`config.mk`:
```
export PLATFORM = sky130hd
export DESIGN_NAME = step_decoder
export DESIGN_NICKNAME = d
export VERILOG_FILES = /design/src/rtl/step_decoder.sv
export SDC_FILE = /design/constraint.sdc
export NUM_CORES = 1
export LEC_CHECK = 0
export ABC_AREA = 1
export BUFFER_PORTS_ARGS = -buffer_cell sky130_fd_sc_hd__buf_2
export CORE_ASPECT_RATIO = 1.75
export CORE_MARGIN = 1
export CORE_UTILIZATION = 45
export CTS_BUF_LIST = sky130_fd_sc_hd__clkbuf_4
export CTS_CLUSTER_DIAMETER = 60
export DETAILED_ROUTE_END_ITERATION = 8
export SLEW_MARGIN = 25
export SYNTH_ARGS = -nofsm -noshare
export SYNTH_HDL_FRONTEND = slang
export SYNTH_SLANG_ARGS = --single-unit
export TNS_END_PERCENT = 10
```
`constraint.sdc`:
```
create_clock -name clk -period 7.9 [get_ports clk]
set_input_delay 0.395 -clock clk [delete_from_list [all_inputs] [get_ports clk]]
set_output_delay 0.395 -clock clk [all_outputs]
set_load 0.03 [all_outputs]
```
`src/rtl/step_decoder.sv`:
```
// step_decoder: synchronizes step/dir pins, tracks a signed position and
// estimates velocity as 2^FRAC_BITS / step period with a serial divider.
module step_decoder #(
  parameter int          FRAC_BITS = 24,
  parameter logic [31:0] TIMEOUT   = 32'd16777215
) (
  input  logic               clk,
  input  logic               reset,
  input  logic               step_in,
  input  logic               dir_in,
  input  logic               pos_load,
  input  logic signed [31:0] pos_load_value,
  output logic signed [31:0] position,
  output logic signed [31:0] velocity,
  output logic               vel_valid,
  output logic               step_evt,
  output logic               stalled,
  output logic               busy
);
  typedef enum logic [1:0] {IDLE, DIV, DONE} state_t;
  state_t state, state_n;
  logic s1, s2, s3, d1, d2, have_prev, last_dir, neg, done;
  logic evt, in_time, start, rev, tmo, ge;
  logic [31:0] cnt, q, r, dvs;
  logic [32:0] r_sh;
  logic [4:0] it;
  logic signed [31:0] delta;
  always_comb begin
    evt = s2 & ~s3;
    in_time = have_prev && cnt < TIMEOUT;
    start = evt && in_time && d2 == last_dir;
    rev = evt && in_time && d2 != last_dir;
    tmo = have_prev && !evt && cnt == TIMEOUT - 32'd1;
    delta = evt ? (d2 ? 32'sd1 : -32'sd1) : 32'sd0;
    r_sh = {r, q[31]};
    ge = r_sh >= {1'b0, dvs};
  end
  always_ff @(posedge clk or posedge reset)
    if (reset) state <= IDLE;
    else state <= state_n;
  // A new event always wins: valid periods restart the divider, invalid ones abort it.
  always_comb
    state_n = tmo ? IDLE :
              evt ? (start ? DIV : IDLE) :
              state == DONE ? IDLE :
              (state == DIV && it == 5'd31) ? DONE : state;
  always_comb begin
    busy = state == DIV;
    done = state == DONE;
  end
  always_ff @(posedge clk or posedge reset)
    if (reset) begin
      {s1, s2, s3, d1, d2} <= '0;
      position <= '0;
      velocity <= '0;
      vel_valid <= 1'b0;
      step_evt <= 1'b0;
      stalled <= 1'b1;
      cnt <= '0;
      have_prev <= 1'b0;
      last_dir <= 1'b0;
      neg <= 1'b0;
      q <= '0;
      r <= '0;
      dvs <= '0;
      it <= '0;
    end else begin
      s1 <= step_in;
      s2 <= s1;
      s3 <= s2;
      d1 <= dir_in;
      d2 <= d1;
      step_evt <= evt;
      position <= (pos_load ? pos_load_value : position) + delta;
      cnt <= evt ? 32'd1 : cnt < TIMEOUT ? cnt + 32'd1 : cnt;
      vel_valid <= 1'b0;
      if (evt) begin
        have_prev <= 1'b1;
        last_dir <= d2;
      end
      if (start) begin
        r <= '0;
        q <= 32'd1 << FRAC_BITS;
        dvs <= cnt;
        it <= '0;
        neg <= ~d2;
      end else if (busy) begin
        r <= ge ? r_sh[31:0] - dvs : r_sh[31:0];
        q <= {q[30:0], ge};
        it <= it + 5'd1;
      end
      if (tmo || rev) begin
        velocity <= '0;
        vel_valid <= 1'b1;
        stalled <= 1'b1;
      end else if (done) begin
        velocity <= neg ? -q : q;
        vel_valid <= 1'b1;
        stalled <= 1'b0;
      end
    end
endmodule

```
==> flow_summary.html, run 1 <==
<table>
<tr><th>Metric</th><th>Value</th></tr>
<tr><th colspan="2">Status</th></tr>
<tr><td>Run status</td><td>finished, final reports clean</td></tr>
<tr><th colspan="2">Run</th></tr>
<tr><td>Max_cap viols</td><td>0</td></tr>
<tr><th colspan="2">Clocking</th></tr>
<tr><td>Clk slew on worst S/H paths</td><td>70 ps</td></tr>
<tr><td>TritonCTS sink count</td><td>210</td></tr>
<tr><td>CTS root buffer</td><td>clkbuf_4</td></tr>
<tr><td>Number of clock buffers inserted by TritonCTS</td><td>51</td></tr>
<tr><td>CTS tree</td><td>built</td></tr>
<tr><td>CTS-repair resized insts</td><td>0</td></tr>
<tr><td>Clock network latency to the later pin of the worst-skew pair</td><td>700 ps</td></tr>
<tr><td>Number of buffers between clock root and the deepest sink</td><td>3</td></tr>
<tr><td>H-tree level count</td><td>2</td></tr>
<tr><th colspan="2">Place</th></tr>
<tr><td>Port Buffers</td><td>104</td></tr>
<tr><td>Routability congestion estimate</td><td>roughly 0.96</td></tr>
<tr><td>Estimated wirelength of the detail-placed design</td><td>32400 um</td></tr>
<tr><td>Worst-case setup slack after placement</td><td>4570 ps</td></tr>
<tr><th colspan="2">Routing</th></tr>
<tr><td>Number of vias per cell after detailed routing</td><td>5.18</td></tr>
<tr><td>Antenna violation net count after detailed routing</td><td>0</td></tr>
<tr><td>Detailed Route Iter0 Violations</td><td>504</td></tr>
<tr><td>Vias</td><td>13098</td></tr>
<tr><td>Post-detailed-route wirelength per cell</td><td>16.5 um</td></tr>
<tr><td>Router iterations before antenna repair</td><td>5</td></tr>
<tr><td>DRC violation count after routing</td><td>0</td></tr>
<tr><td>Overall routed net length</td><td>~42000 um</td></tr>
<tr><th colspan="2">STA</th></tr>
<tr><td>Final Max Tran Viols</td><td>0</td></tr>
<tr><td>Slew at the pin with the worst max-slew slack</td><td>1050 ps</td></tr>
<tr><td>Final worst path period share</td><td>0.418</td></tr>
<tr><td>Post-route clock skew</td><td>40.8 ps</td></tr>
<tr><td>Worst-case setup margin in the final layout</td><td>4600 ps</td></tr>
<tr><td>Highest clock rate</td><td>0.303 GHz</td></tr>
<tr><td>Worst-case headroom to the max-slew limit</td><td>0.294</td></tr>
<tr><td>Min cycle time layout</td><td>3300 ps</td></tr>
<tr><td>Count of endpoints failing hold in the final timing report</td><td>0</td></tr>
<tr><td>RSZ-0062 raised after global routing</td><td>false</td></tr>
<tr><td>Minimum hold slack</td><td>71.6 ps</td></tr>
<tr><td>Summed negative setup slack over all endpoints</td><td>0 ps</td></tr>
<tr><td># setup viols final</td><td>0</td></tr>
<tr><th colspan="2">Finish</th></tr>
<tr><td>Area added between synthesis and finish</td><td>10.9%</td></tr>
<tr><td>FILL cells</td><td>3181</td></tr>
<tr><td>Fraction of layout instances using a drive strength above 1</td><td>0.124</td></tr>
<tr><td>Utilization after layout</td><td>0.507</td></tr>
<tr><td>Final-stage net count</td><td>around 2200</td></tr>
<tr><th colspan="2">Floorplanning</th></tr>
<tr><td>Initial cell density of the core</td><td>0.457</td></tr>
<tr><td>Die height</td><td>236 um</td></tr>
<tr><td>Die area</td><td>32100 um^2</td></tr>
<tr><td>Count of standard-cell rows</td><td>85</td></tr>
<tr><td>Ports</td><td>approximately 110</td></tr>
<tr><td>Horizontal die dimension</td><td>136 um</td></tr>
<tr><td>Core Area</td><td>30800 um^2</td></tr>
<tr><th colspan="2">Yosys</th></tr>
<tr><td>Yosys top cell by area</td><td>dfrtp_1</td></tr>
<tr><td>Cell types with the highest counts after synthesis</td><td>nand2_1, inv_1, dfrtp_1, nor2_1, nand3_1</td></tr>
<tr><td>Number of enable-type register cells in the synthesized netlist</td><td>0</td></tr>
<tr><td>Seq/Total Area, Yosys</td><td>0.373</td></tr>
<tr><td>Synthesis warning total</td><td>0</td></tr>
<tr><td>Unique cell type count in the Yosys netlist</td><td>50</td></tr>
<tr><td>Nets in the synthesized netlist</td><td>2075</td></tr>
<tr><td>Cells after Synth</td><td>slightly below 2000</td></tr>
<tr><td>Post-Syn Area</td><td>14100 um^2</td></tr>
<tr><td>Cell with the most instances after synthesis</td><td>nand2_1</td></tr>
<tr><td>Leading cell types by total area after synthesis</td><td>dfrtp_1, nand2_1, inv_1</td></tr>
<tr><td>Top cell type's share of synthesized area</td><td>0.371</td></tr>
<tr><td>Average cell area after synthesis</td><td>roughly 7 um^2</td></tr>
<tr><td>Dominant register cell in the synthesized netlist</td><td>dfrtp_1</td></tr>
<tr><td>Number of flip-flops and latches in the synthesized netlist</td><td>210</td></tr>
<tr><td>Fraction of synthesis flops using an asynchronous set or reset pin</td><td>1.00</td></tr>
<tr><th colspan="2">Power</th></tr>
<tr><td>Portion of total power attributed to the clock network</td><td>0.164</td></tr>
<tr><td>Combinational power share</td><td>0.571</td></tr>
<tr><td>Maximum ir drop on the vdd rail</td><td>196 uV</td></tr>
<tr><td>Switching power</td><td>between 0.002 and 0.003 W</td></tr>
<tr><td>Power per Cell Area</td><td>~350 nW/um^2</td></tr>
<tr><td>Static Leakage</td><td>approximately 8.6 nW</td></tr>
<tr><td>Switching share of total power</td><td>0.501</td></tr>
<tr><td>Share of total power in sequential cells</td><td>0.265</td></tr>
<tr><td>Internal Power</td><td>0.00276 W</td></tr>
<tr><th colspan="2">Worst setup path</th></tr>
<tr><td>Crit-path leading delay family</td><td>compound AO/OA/AOI/OAI gates</td></tr>
<tr><td>Element type at the critical path start</td><td>flop</td></tr>
<tr><td>Arrival time at the worst endpoint</td><td>3920 ps</td></tr>
<tr><td>Highest cell delay on the worst timing path</td><td>530 ps</td></tr>
<tr><td>Reg-to-Reg Start</td><td>s2</td></tr>
<tr><td>Total number of cells along the worst setup path</td><td>11</td></tr>
<tr><td>Largest driver fanout on the critical path</td><td>27</td></tr>
<tr><td>Combined buffer and inverter count along the critical path</td><td>3</td></tr>
<tr><td>Type of destination of the critical path</td><td>flop</td></tr>
<tr><td>Worst-case register-to-register setup slack</td><td>4600 ps</td></tr>
<tr><td>Critical Path Slowest Stage Cell</td><td>clkinv_1</td></tr>
<tr><td>Capturing point of the worst reg2reg path</td><td>position[22]</td></tr>
<tr><td>Cell Chain, Critical Path</td><td>nand2_1 -&gt; buf_4 -&gt; clkinv_1 -&gt; ha_1 -&gt; inv_1 -&gt; fa_1 -&gt; o21ai_1 -&gt; a21oi_1 -&gt; o21ai_1 -&gt; a21oi_1 -&gt; xor2_1</td></tr>
<tr><td>Critical path launch point</td><td>s2</td></tr>
<tr><td>CP Class</td><td>flop to flop</td></tr>
<tr><td>Endpoint of the most critical setup path</td><td>position[22]</td></tr>
<tr><td>Endpoint required time on the critical path</td><td>8520 ps</td></tr>
<tr><td>Worst Reg-to-Reg Cells</td><td>11</td></tr>
<tr><th colspan="2">GRT</th></tr>
<tr><td>Number of global-route vias before repair</td><td>13379</td></tr>
<tr><td>Wire length of the first global-routing pass</td><td>approximately 67000 um</td></tr>
<tr><td>Total overflow reported by the global router</td><td>0</td></tr>
<tr><td>Tot GR Track Use</td><td>0.270</td></tr>
<tr><td>Largest net degree at the start of global routing</td><td>94</td></tr>
<tr><td>Antenna violations before repair</td><td>1</td></tr>
<tr><th colspan="2">Min path</th></tr>
<tr><td>Class of the most critical hold timing path</td><td>input pin to flop</td></tr>
</table>
-- kinds of logic (layout without fill, tap and decap cells) --
| group | Yosys count | after routing | share of synthesized area |
|---|---|---|---|
| and+or+nand+nor | 1004 | 1004 | 0.304 |
| buffers and inverters | 351 | 518 | 0.0979 |
| AOI/OAI and AO/OA | 238 | 238 | 0.0972 |
| DFF | 210 | 210 | 0.373 |
| adders and majority gates | 70 | 70 | 0.0632 |
| xor gates and xnor gates | 64 | 64 | 0.0398 |
| muxes | 31 | 31 | 0.0247 |
| other | 0 | 1 | 0 |
-- cell usage in the layout, fill, tap and decap left out, types with 20 or more instances in the layout --
cell type,netlist,layout
nand2_1,602,602
dfrtp_1,209,209
xor2_1,44,44
nand4_1,30,30
o21ai_0,80,80
xnor2_1,20,20
nand3_1,129,129
nand3b_1,29,29
o22ai_1,32,32
ha_1,68,68
a21oi_1,76,76
buf_2,11,104
mux2_2,30,30
inv_1,304,303
nor2_1,156,155
nor3_1,27,27
clkbuf_4,0,70
-- routing by layer --
metal,GRT usage,up-vias,routed length (um)
met4,0.172,0,2580
met3,0.0370,133,1410
met1,0.260,6086,14700
li1,-,6579,-
met2,0.519,300,23100
met5,0,-,0
-- worst min-delay path by stage --
stage,startpoint,end,slack (ps),cells past startpoint
after floorplan,d1,d2,330,0
after global placement,d1,d2,330,0
after detailed placement,d1,d2,340,0
after CTS,pos_load_value[0],position[0],10,3
after global routing,pos_load_value[0],position[0],30,3
final,pos_load_value[0],position[0],70,3
-- through the flow --
stage | std cells | total power, W | cell area [um^2]
floorplan | 1968 | 0.00377 | 14100
global placement | 2429 | 0.00461 | 15000
detailed placement | 2429 | 0.00463 | 15000
CTS | 2526 | 0.00557 | 15600
global route | 2527 | 0.00600 | 15600
finish | 2527 | 0.00552 | 15600
-- power groups by stage --
| stage | Combinational [W] | Sequential, W | Clock, W |
|---|---|---|---|
| after global routing | 0.00352 | 0.00149 | 0.000991 |
| after detailed placement | 0.00315 | 0.00148 | 0 |
| final | 0.00315 | 0.00146 | 0.000905 |
| after CTS | 0.00317 | 0.00146 | 0.000939 |
| after floorplan | 0.00220 | 0.00157 | 0 |
| after global placement | 0.00314 | 0.00148 | 0 |
-- state kept, by name, summed over array words and instances, names as in the netlist, 2 cells and up --
register / count
velocity: 32
cnt: 32
dvs: 32
q: 32
r: 32
position: 32
it: 5
state: 2
-- worst register-to-register path: cells and delay by family (launching register included) --
| family | cells | cell delay [ps] |
|---|---|---|
| buffers and inverters | 3 | 910 |
| AOI/OAI and AO/OA | 4 | 1020 |
| adders and majority gates | 2 | 660 |
| DFF | 1 | 380 |
| and+or+nand+nor | 1 | 60 |
| xor gates and xnor gates | 1 | 210 |
-- timing repair --
action                                 in CTS  in global routing
hold buffers                                3                  0
setup buffers                               0                  0
endpoints found under the hold margin      93                  0
-- layout make-up --
class | count | area, um^2 | area share
multi-input combinational | 1407 | 7460 | 0.477
timing repair buffer | 114 | 603 | 0.0386
inverter | 310 | 1170 | 0.0751
sequential | 210 | 5260 | 0.336
clock buffer | 70 | 526 | 0.0336
antenna | 1 | 2.50 | 0.000160
tap | 391 | 489 | 0.0313
clock inverter | 24 | 121 | 0.00776
Note: power is estimated with default switching activity, not from simulation.
==> run 2: changes to the inputs <==
- ABC_AREA: 1 -> 0
- PLACE_DENSITY: default -> 0.65
- clock period: 7.9 -> 2.85 ns (I/O delays scaled with it)
==> run 2 against run 1 <==
The run now ends with setup timing left. Final cell count shrank 17%. Critical path depth grew 4. Worst setup slack lost 5000 ps. Utilization grew 7.9 points. Via count shrank 15%. Sequential share of layout area shrank 0.67 points. Fmax grew 2.0%. Register-to-register slack lost 5000 ps. Highest routed layer unchanged.
==> flow_summary.html, run 2 <==
<table>
<tr><th>Metric</th><th>Value</th></tr>
<tr><th colspan="2">Power</th></tr>
<tr><td>Static Leakage</td><td>7.55 nW (was 8.55 nW)</td></tr>
<tr><td>Maximum ir drop on the vdd rail</td><td>489 uV (was 196 uV)</td></tr>
<tr><td>Power per Cell Area</td><td>918 nW/um^2 (was 353 nW/um^2)</td></tr>
<tr><th colspan="2">Routing</th></tr>
<tr><td>DRC violation count after routing</td><td>0 (unchanged)</td></tr>
<tr><td>Overall routed net length</td><td>32700 um (was 41800 um)</td></tr>
<tr><td>Router iterations before antenna repair</td><td>4 (was 5)</td></tr>
<tr><td>Number of vias per cell after detailed routing</td><td>5.34 (was 5.18)</td></tr>
<tr><td>Post-detailed-route wirelength per cell</td><td>15.6 um (was 16.5 um)</td></tr>
<tr><td>Vias</td><td>11148 (was 13098)</td></tr>
<tr><td>Detailed Route Iter0 Violations</td><td>427 (was 504)</td></tr>
<tr><td>Antenna violation net count after detailed routing</td><td>0 (unchanged)</td></tr>
<tr><th colspan="2">Floorplanning</th></tr>
<tr><td>Ports</td><td>105 (unchanged)</td></tr>
<tr><td>Horizontal die dimension</td><td>128 um (was 136 um)</td></tr>
<tr><td>Core Area</td><td>27200 um^2 (was 30800 um^2)</td></tr>
<tr><td>Initial cell density of the core</td><td>0.457 (about the same)</td></tr>
<tr><td>Die area</td><td>28400 um^2 (was 32100 um^2)</td></tr>
<tr><td>Count of standard-cell rows</td><td>80 (was 85)</td></tr>
<tr><td>Die height</td><td>222 um (was 236 um)</td></tr>
<tr><th colspan="2">Yosys</th></tr>
<tr><td>Fraction of synthesis flops using an asynchronous set or reset pin</td><td>1.00 (unchanged)</td></tr>
<tr><td>Nets in the synthesized netlist</td><td>1475 (was 2075)</td></tr>
<tr><td>Top cell type's share of synthesized area</td><td>0.420 (was 0.371)</td></tr>
<tr><td>Leading cell types by total area after synthesis</td><td>dfrtp_1, ha_1, a21oi_1 (was dfrtp_1, nand2_1, inv_1)</td></tr>
<tr><td>Cell types with the highest counts after synthesis</td><td>dfrtp_1, nand2_1, a21oi_1, o21ai_0, nor2_1 (was nand2_1, inv_1, dfrtp_1, nor2_1, nand3_1)</td></tr>
<tr><td>Dominant register cell in the synthesized netlist</td><td>dfrtp_1 (unchanged)</td></tr>
<tr><td>Unique cell type count in the Yosys netlist</td><td>69 (was 50)</td></tr>
<tr><td>Synthesis warning total</td><td>0 (unchanged)</td></tr>
<tr><td>Cell with the most instances after synthesis</td><td>dfrtp_1 (was nand2_1)</td></tr>
<tr><td>Cells after Synth</td><td>1368 (was 1968)</td></tr>
<tr><td>Post-Syn Area</td><td>12500 um^2 (was 14100 um^2)</td></tr>
<tr><td>Seq/Total Area, Yosys</td><td>0.422 (was 0.373)</td></tr>
<tr><td>Yosys top cell by area</td><td>dfrtp_1 (unchanged)</td></tr>
<tr><td>Number of enable-type register cells in the synthesized netlist</td><td>0 (unchanged)</td></tr>
<tr><td>Average cell area after synthesis</td><td>9.10 um^2 (was 7.16 um^2)</td></tr>
<tr><td>Number of flip-flops and latches in the synthesized netlist</td><td>210 (unchanged)</td></tr>
<tr><th colspan="2">STA</th></tr>
<tr><td>Worst-case setup margin in the final layout</td><td>-383 ps (was 4600 ps)</td></tr>
<tr><td>Final worst path period share</td><td>1.13 (was 0.418)</td></tr>
<tr><td>Post-route clock skew</td><td>43.1 ps (was 40.8 ps)</td></tr>
<tr><td>Count of endpoints failing hold in the final timing report</td><td>0 (unchanged)</td></tr>
<tr><td>Min cycle time layout</td><td>3230 ps (was 3300 ps)</td></tr>
<tr><td>Final Max Tran Viols</td><td>0 (unchanged)</td></tr>
<tr><td>Highest clock rate</td><td>0.309 GHz (was 0.303 GHz)</td></tr>
<tr><td>RSZ-0062 raised after global routing</td><td>true (was false)</td></tr>
<tr><td>Minimum hold slack</td><td>68.6 ps (was 71.6 ps)</td></tr>
<tr><td>Worst-case headroom to the max-slew limit</td><td>0.403 (was 0.294)</td></tr>
<tr><td>Slew at the pin with the worst max-slew slack</td><td>894 ps (was 1050 ps)</td></tr>
<tr><td># setup viols final</td><td>44 (was 0)</td></tr>
<tr><th colspan="2">Finish</th></tr>
<tr><td>FILL cells</td><td>2489 (was 3181)</td></tr>
<tr><td>Area taken by flip-flops and latches</td><td>5260 um^2 (unchanged)</td></tr>
<tr><td>Post-Layout Inst Area</td><td>16000 um^2 (was 15600 um^2)</td></tr>
<tr><td>Most common library cell in the layout ignoring fill and taps</td><td>dfrtp_1 (was nand2_1)</td></tr>
<tr><td>Commonest non-fill, non-tap cells in the layout</td><td>dfrtp_1, buf_4, nand2_1 (was nand2_1, inv_1, dfrtp_1)</td></tr>
<tr><td>Area added between synthesis and finish</td><td>28.1% (was 10.9%)</td></tr>
<tr><td>Area occupied by multi-input gates</td><td>6990 um^2 (was 7460 um^2)</td></tr>
<tr><td>Fraction of layout instances using a drive strength above 1</td><td>0.274 (was 0.124)</td></tr>
<tr><td>Final-stage net count</td><td>1787 (was 2201)</td></tr>
<tr><td>Finished Layout Cells</td><td>2087 (was 2527)</td></tr>
<tr><th colspan="2">Clocking</th></tr>
<tr><td>H-tree level count</td><td>2 (unchanged)</td></tr>
<tr><td>Clk slew on worst S/H paths</td><td>80 ps (was 70 ps)</td></tr>
<tr><td>TritonCTS sink count</td><td>210 (unchanged)</td></tr>
<tr><td>Clock network latency to the later pin of the worst-skew pair</td><td>720 ps (was 700 ps)</td></tr>
<tr><td>CTS root buffer</td><td>clkbuf_4 (unchanged)</td></tr>
<tr><td>Number of buffers between clock root and the deepest sink</td><td>3 (unchanged)</td></tr>
<tr><td>CTS tree</td><td>built (unchanged)</td></tr>
<tr><td>Number of clock buffers inserted by TritonCTS</td><td>51 (unchanged)</td></tr>
<tr><th colspan="2">Min path</th></tr>
<tr><td>Class of the most critical hold timing path</td><td>input pin to flop (unchanged)</td></tr>
<tr><th colspan="2">Status</th></tr>
<tr><td>Violations in the final reports</td><td>setup timing</td></tr>
<tr><td>Run status</td><td>finished, violations left (was finished, final reports clean)</td></tr>
<tr><th colspan="2">Place</th></tr>
<tr><td>Placement-stage cell area</td><td>14800 um^2 (was 15000 um^2)</td></tr>
<tr><td>Routability congestion estimate</td><td>0.907 (was 0.957)</td></tr>
<tr><td>Number of cells in the design after placement</td><td>1962 (was 2429)</td></tr>
<tr><td>Port Buffers</td><td>104 (unchanged)</td></tr>
<tr><td>Worst-case setup slack after placement</td><td>-457 ps (was 4570 ps)</td></tr>
<tr><td>Estimated wirelength of the detail-placed design</td><td>23300 um (was 32400 um)</td></tr>
<tr><th colspan="2">Worst setup path</th></tr>
<tr><td>Element type at the critical path start</td><td>flop (unchanged)</td></tr>
<tr><td>Critical Path Slowest Stage Cell</td><td>a221o_1 (was clkinv_1)</td></tr>
<tr><td>Type of destination of the critical path</td><td>flop (unchanged)</td></tr>
<tr><td>CP Class</td><td>flop to flop (unchanged)</td></tr>
<tr><td>Cell Chain, Critical Path</td><td>nand2b_1 -&gt; inv_1 -&gt; nand2b_1 -&gt; clkinvlp_4 -&gt; buf_6 -&gt; ha_4 -&gt; or3_1 -&gt; o211ai_1 -&gt; a21oi_2 -&gt; a221o_1 -&gt; a2111oi_4 -&gt; o211ai_1 -&gt; a31o_2 -&gt; a21oi_2 -&gt; xnor2_1 (was nand2_1 -&gt; buf_4 -&gt; clkinv_1 -&gt; ha_1 -&gt; inv_1 -&gt; fa_1 -&gt; o21ai_1 -&gt; a21oi_1 -&gt; o21ai_1 -&gt; a21oi_1 -&gt; xor2_1)</td></tr>
<tr><td>Largest driver fanout on the critical path</td><td>4 (was 27)</td></tr>
<tr><td>Highest cell delay on the worst timing path</td><td>400 ps (was 530 ps)</td></tr>
<tr><td>Endpoint required time on the critical path</td><td>3470 ps (was 8520 ps)</td></tr>
<tr><td>Arrival time at the worst endpoint</td><td>3850 ps (was 3920 ps)</td></tr>
<tr><th colspan="2">Run</th></tr>
<tr><td>Max_cap viols</td><td>0 (unchanged)</td></tr>
<tr><th colspan="2">GRT</th></tr>
<tr><td>Largest net degree at the start of global routing</td><td>68 (was 94)</td></tr>
<tr><td>Total overflow reported by the global router</td><td>0 (unchanged)</td></tr>
<tr><td>Antenna violations before repair</td><td>1 (unchanged)</td></tr>
<tr><td>Wire length of the first global-routing pass</td><td>54600 um (was 66600 um)</td></tr>
<tr><td>Tot GR Track Use</td><td>0.238 (was 0.270)</td></tr>
<tr><td>Number of global-route vias before repair</td><td>11556 (was 13379)</td></tr>
</table>
==> run 2: changes by cell type after synthesis, moves of 31 or more <==
cell      before  now
nand2_1      602  156
nand3_1      129   38
clkbuf_1      18   57
a211oi_1       0   34
mux2i_1        1   32
nor2_1       156  104
o22ai_1       32    1
a21oi_1       76  131
inv_1        304   65
==> run 2: cell families (layout without fill, tap and decap cells) <==
family,Yosys count,after routing,synth area share
adder cells (fa/ha/maj),70,70,0.0715
XOR/XNOR,101,101,0.0710
buffers and inverters,133,482,0.0404
multiplexers,67,67,0.0574
AO/OA/AOI/OAI,367,367,0.180
flip-flops,210,210,0.422
AND/OR/NAND/NOR,420,420,0.158
other,0,1,0
==> run 2: routing by layer <==
metal  up-vias  GRT usage  part of all wire
met2       247      0.455              0.54
met3        97     0.0333             0.033
met1      5328      0.245              0.38
li1       5476          -                 -
met4         0      0.127             0.044
met5         -          0                 0
==> run 2: final timing paths <==
kind                                    startpoint            to  slack [ps]  cells past startpoint
worst min register to register                  s1            s2         450                      0
worst max register to register                  s2  position[28]        -380                     15
worst max-delay path                            s2  position[28]        -380                     15
worst min-delay path            pos_load_value[23]  position[23]          70                      5
max in group asynchronous                    reset        cnt[5]        1820                      4
min in group asynchronous                    reset         q[24]         170                      3
==> run 2: through the flow <==
stage,utilization,setup TNS [ps],total power (W)
after floorplan,-,-15870,0.00927
after global placement,0.545,-7320,0.0120
after detailed placement,0.545,-9620,0.0121
after CTS,0.582,-5150,0.0147
after global routing,0.586,-14190,0.0157
final,0.586,-4980,0.0147
==> run 2: final cells by class <==
cell class                 instances  area share
multi-input combinational       1025       0.438
clock inverter                    27     0.00745
timing repair buffer             326       0.150
tap                              369      0.0289
sequential                       210       0.329
clock buffer                      63      0.0296
inverter                          66      0.0160
antenna                            1    0.000157
==> run 2: report_power, final <==
part / internal, W / switching [W] / leakage [nW] / total, W
registers: 0.00359 / 0.000492 / 2.74 / 0.00408
logic: 0.00388 / 0.00434 / 4.45 / 0.00822
clock network: 0.00106 / 0.00129 / 0.364 / 0.00235
total: 0.00853 / 0.00612 / 7.55 / 0.0147
==> run 2: worst max-delay path: cells and delay by family (launching register included) <==
kind	cells	cell delay, ps
simple gates	3	590
flops	1	380
buf+inv	3	410
compound gates	7	1480
fa+ha+maj	1	160
xor+xnor	1	120
==> run 2: timing repair <==
action	CTS	global route
endpoints found under the hold margin	55	0
resized for setup	34	17
buffers inserted	4	4
endpoints found under the setup margin	55	58
pin swaps	12	8
hold buffers	26	0
